File: config.mk
export PLATFORM = sky130hd
export DESIGN_NAME = prueba_counter
export DESIGN_NICKNAME = d
export VERILOG_FILES = /design/src/rtl/prueba_counter.sv
export SDC_FILE = /design/constraint.sdc
export NUM_CORES = 1
export LEC_CHECK = 0
export ABC_AREA = 1
export CORE_AREA = 2 2 39 41
export CTS_BUF_LIST = sky130_fd_sc_hd__clkbuf_16
export CTS_CLUSTER_DIAMETER = 80
export DETAILED_ROUTE_END_ITERATION = 10
export DIE_AREA = 0 0 41 43
export MAX_ROUTING_LAYER = met4
export SLEW_MARGIN = 20
export SYNTH_ARGS = -nofsm -noshare
export SYNTH_HDL_FRONTEND = slang
export SYNTH_SLANG_ARGS = --single-unit
File: constraint.sdc
create_clock -name clk -period 1.4 [get_ports clk]
set_input_delay 0.28 -clock clk [delete_from_list [all_inputs] [get_ports clk]]
set_output_delay 0.28 -clock clk [all_outputs]
set_load 0.02 [all_outputs]
File: src/rtl/prueba_counter.sv
// Free-running count_o stepped by a clock-enable prescaler; optional PRUEBA_SATURATE_EN holds at MAX_COUNT instead of wrapping.
// Latency: first step on the DIV-th rising edge after rst release, then one step every DIV edges.
// Backpressure: none; the counter free-runs and count_o is a plain registered level.
module prueba_counter #(
    parameter int DIV       = 10,
    parameter int MAX_COUNT = 63
) (
    input  logic       clk,
    input  logic       rst,
    output logic [5:0] count_o
);

    localparam int              PW         = (DIV > 1) ? $clog2(DIV) : 1;
    localparam logic [PW-1:0]   PRESC_LAST = PW'(DIV - 1);
    localparam logic [5:0]      TERM_VAL   = 6'(MAX_COUNT);

    if (DIV < 1 || MAX_COUNT > 63 || MAX_COUNT < 1) begin : g_param_check
        $error("prueba_counter: illegal parameters DIV=%0d MAX_COUNT=%0d", DIV, MAX_COUNT);
    end

    logic [PW-1:0] presc;
    logic          tick;

    // With DIV=1 the prescaler is a single bit pinned at zero, so tick is constant high.
    assign tick = (presc == PRESC_LAST);

    always_ff @(posedge clk or posedge rst) begin
        if (rst) begin
            presc <= '0;
        end else if (tick) begin
            presc <= '0;
        end else begin
            presc <= presc + PW'(1);
        end
    end

    always_ff @(posedge clk or posedge rst) begin
        if (rst) begin
            count_o <= 6'd0;
        end else if (tick) begin
            if (count_o == TERM_VAL) begin
`ifdef PRUEBA_SATURATE_EN
                count_o <= TERM_VAL;
`else
                count_o <= 6'd0;
`endif
            end else begin
                count_o <= count_o + 6'd1;
            end
        end
    end

endmodule

======== After elaboration in Yosys (flattened, before gate mapping) ========
Cells that the tools add are included.
storage, ports and cells
  word-level logic and storage cells ...... 8
  register bits ........................... 10
operators by class
  muxes and demuxes ....................... 2
  equality and inequality tests ........... 2
  add/sub/neg operators ................... 2
operators with widths
  operator                                                       count
  6-bit by 1-bit adder with 6-bit output, second input constant  1
  6-bit == test, second input constant                           1
  6-bit two-way mux                                              1
  4-bit by 1-bit adder with 4-bit output, second input constant  1
  4-bit == test, second input constant                           1
  4-bit two-way mux                                              1

======== Logic depth before layout (Yosys ltp) ========
  depth in word-level cells ............... 2
  gate-level depth with buffers ........... 7
  mapped depth without buffers ............ 7

======== Least setup slack after synthesis ========
Ideal clock, no wire load.
  kind .................................... register -> register
  start point ............................. reg count_o[1]
  end point ............................... reg count_o[3]
  stages on the path, launching flop included .. 7
  clock period less this slack ............ 1.269 ns
  setup time .............................. 0.120 ns
  setup slack ............................. 0.131 ns
  arrival time ............................ 1.150 ns
  cells stage by stage .................... dfrtp_1 -> ha_1 -> nand2_1 -> nor2_1 -> nand3_1 -> nor2_1 -> a21oi_2
between the ends
  word-level cells in the longest chain between the ends .. 2
  elaborated cells on any way between the ends .. 3
  classes of those cells .................. 1 x add/sub; 1 x eq/ne; 1 x mux
ends and longest elaborated chain
  what                                                                     line    RTL
  from (decl)                                                              10      output logic [5:0] count_o
  from (signal assigned)                                                   48      count_o <= count_o + 6'd1;
  6-bit by 1-bit adder with 6-bit output or 6-bit == test (tied branches)  48, 41
  6-bit two-way mux (*)                                                    41      if (count_o == TERM_VAL) begin
Mark *: on every way between the ends. The rest lies on a longest branch, timed or not.
A chain may end at the register's enable or synchronous reset.

======== Worst setup path after layout ========
  start point ............................. reg count_o[3]
  end point ............................... out count_o[3]
No word-level cell between the ends.

==> summary.md <==
| Metric | Value |
|---|---|
| Nets@finish | 76 |
| Setup TNS | 0 ns |
| Worst Path Required | 1.12 ns |
| Antenna fix cells | 0 |
| Avg WL per Cell | 10.4 um |
| Clock-pin slew on the worst setup and hold paths | 0.04 ns |
| Synth Register Bits | 10 |
| Net Count, Synth | 63 |
| Pint | 0.000663 W |
| IO buf count | 7 |
| Starting DRT DRC Count | 3 |
| Initial Util | 38.2% |
| Crit path max-delay family | flip-flops |
| Share of layout cells above drive strength 1 | 21.1% |
| Pwr per Cell Area | 1160 mW/mm^2 |
| Hold Buf Count CTS | 0 |
| Nature of the critical path startpoint | flop |
| Via density | 4.46 |
| Most common library cell in the layout ignoring fill and taps | nand2_1 |
| Synth top area share | 47.4% |
| Clock share of power | 62.8% |
| Final period util | 89.2% |
| Net switching power figure | 0.000140 W |
| Comb pwr share | 1.1% |
| Final Wtd Congestion | 0.665 |
| Setup CP Type | flop to output port |
| Final WL | 907 um |
| Post-CTS sizing | 6 |
| Setup violation total in the final timing report | 0 |
| Fmax | 801 MHz |
| Critical Path End Type | output port |
| Synth-to-Final Area Change | 30.6% |
| Sequential power share | 36.2% |
| Worst-Margin Slew | 0.399 ns |
| Switching share of power | 17.4% |
| Relative slew slack | 73.3% |
| Final Hold Fails | 0 |
| Max-cap violations | 0 |
| GRT Total Usage | 14.8% |
| Warnings, synthesis | 0 |
| Final Skew | 0.00105 ns |
| Largest cells by area after synthesis | dfrtp_1 47%, nand2_1 8.5%, inv_1 7.1% |
| Total design power | 0.000803 W |
| Core box area | 0.00138 sq mm |
| Worst hold path class | input port to asynchronous set/reset pin |
| Die width | 41 um |
| Critical path's slowest cell | dfrtp_1 |
| Max stage delay on crit path | 0.40 ns |
| Crit-path cells | dlygate4sd2_1 |
| Period minus WS final | 1.25 ns |
| # fillers | 143 |
| First-pass GRT wire length | 1550 um |
| RSZ-0062 raised after global routing | false |
| IO Pins | 8 |
| Slew Viols, Final | 0 |
| Worst IR Drop VDD | 0.722 mV |
| Number of antenna violations at the first check in global routing | 0 |
| Library cells used by synthesis | 18 |
| Die Area | 0.00176 sq mm |
| CTS tree | yes |
| Most frequent cells in the layout | 12 x nand2_1, 10 x inv_1, 10 x dfrtp_1, 6 x nand3_1, 6 x dlygate4sd2_1 |
| DP Wirelength | 630 um |
| Via count | 388 |
| Remaining antenna violation count | 0 |
| Gr ovfl total | 0 |
| Leak | 0.375 nW |
| Setup Buffers After CTS | 0 |
| Synthesized instance count | 60 |
| Htree depth | 1 |
| Largest net degree at the start of global routing | 13 |
| Die Y-Extent | 43 um |
| CP bufs+invs | 1 |
| CP Max Fanout | 4 |
| Layout Utilization | 49.8% |
| Clk Latency, worst-skew pair | 0.24 ns |
| Status | completed |
| Syn_area_per_cell | 8.80 sq um |
| Vias in the first global route | 364 |
| First-pass DRT Iterations | 3 |
| Site Rows | 14 |
| Synth Cell Area | 528 sq um |
| Sequential fraction of the synthesis area | 47.4% |
| Arrival time worst endpoint | 0.97 ns |
| CTS Buffer Depth | 2 |
| # DRC | 0 |
| Sinks on Clock Net | 10 |
| Clock root buffer | clkbuf_16 |
| Area leader, netlist | dfrtp_1 |
| Num CTS Buffers | 3 |
| Hold WS | 0.329 ns |
routing by layer:
layer | track usage, % | part of all wire, % | up-vias
li1 | - | - | 203
met1 | 20.1 | 50 | 171
met2 | 15.3 | 39 | 9
met3 | 6.28 | 6.3 | 5
met4 | 14.0 | 5.2 | 0
met5 | - | 0 | -
cells in the mapped netlist, drive strengths merged:
cell	instances
inv	11
ha	1
nand3b	1
o21ai	3
xor2	1
xnor2	2
nand2	15
buf	1
a21oi	1
dfrtp	10
nor2	7
nand3	7
stage by stage:
step                      instance area, sq um  setup slack [ns]  cells
final                                      689             0.152     87
after global routing                       689            0.0500     87
after CTS                                  689             0.149     87
after detailed placement                   622             0.134     84
after global placement                     622             0.139     84
after floorplan                            528             0.131     60
final timing paths:
kind                                 start    endpoint  slack (ns)  cells past startpoint
worst max-delay path            count_o[3]  count_o[3]        0.15                      1
worst min-delay path                   rst    presc[2]        0.33                      2
worst max register to register    presc[2]  count_o[3]        0.18                      6
worst min register to register    presc[0]    presc[0]        0.52                      1
max in group asynchronous              rst  count_o[4]        0.79                      2
min in group clk                  presc[0]    presc[0]        0.52                      1
cells by family after synthesis:
group	count (synthesis)	share of synthesized area, %
simple gates	30	28.0
buf+inv	12	9.95
xor+xnor	3	7.82
flops	10	47.4
fa+ha+maj	1	2.37
compound gates	4	4.50
cell type report:
class	count	area (sq um)	area share, %
multi-input combinational	38	225	32.7
tap	16	20.0	2.90
clock buffer	3	75.1	10.9
sequential	10	250	36.3
timing repair buffer	9	77.6	11.3
inverter	11	41.3	5.99
power by group through the flow:
stage / Clock [W] / Sequential (W) / Combinational, W
global route: 0.000520 / 0.000290 / 0.0000108
global placement: 0 / 0.000294 / 0.00000906
floorplan: 0 / 0.000294 / 0.00000445
CTS: 0.000513 / 0.000290 / 0.00000903
detailed placement: 0 / 0.000294 / 0.00000903
finish: 0.000504 / 0.000290 / 0.00000852
registers in the layout, summed over array words and instances, names as in the netlist:
register  flops
count_o       6
presc         4
Power figures use the tool's default switching activity.
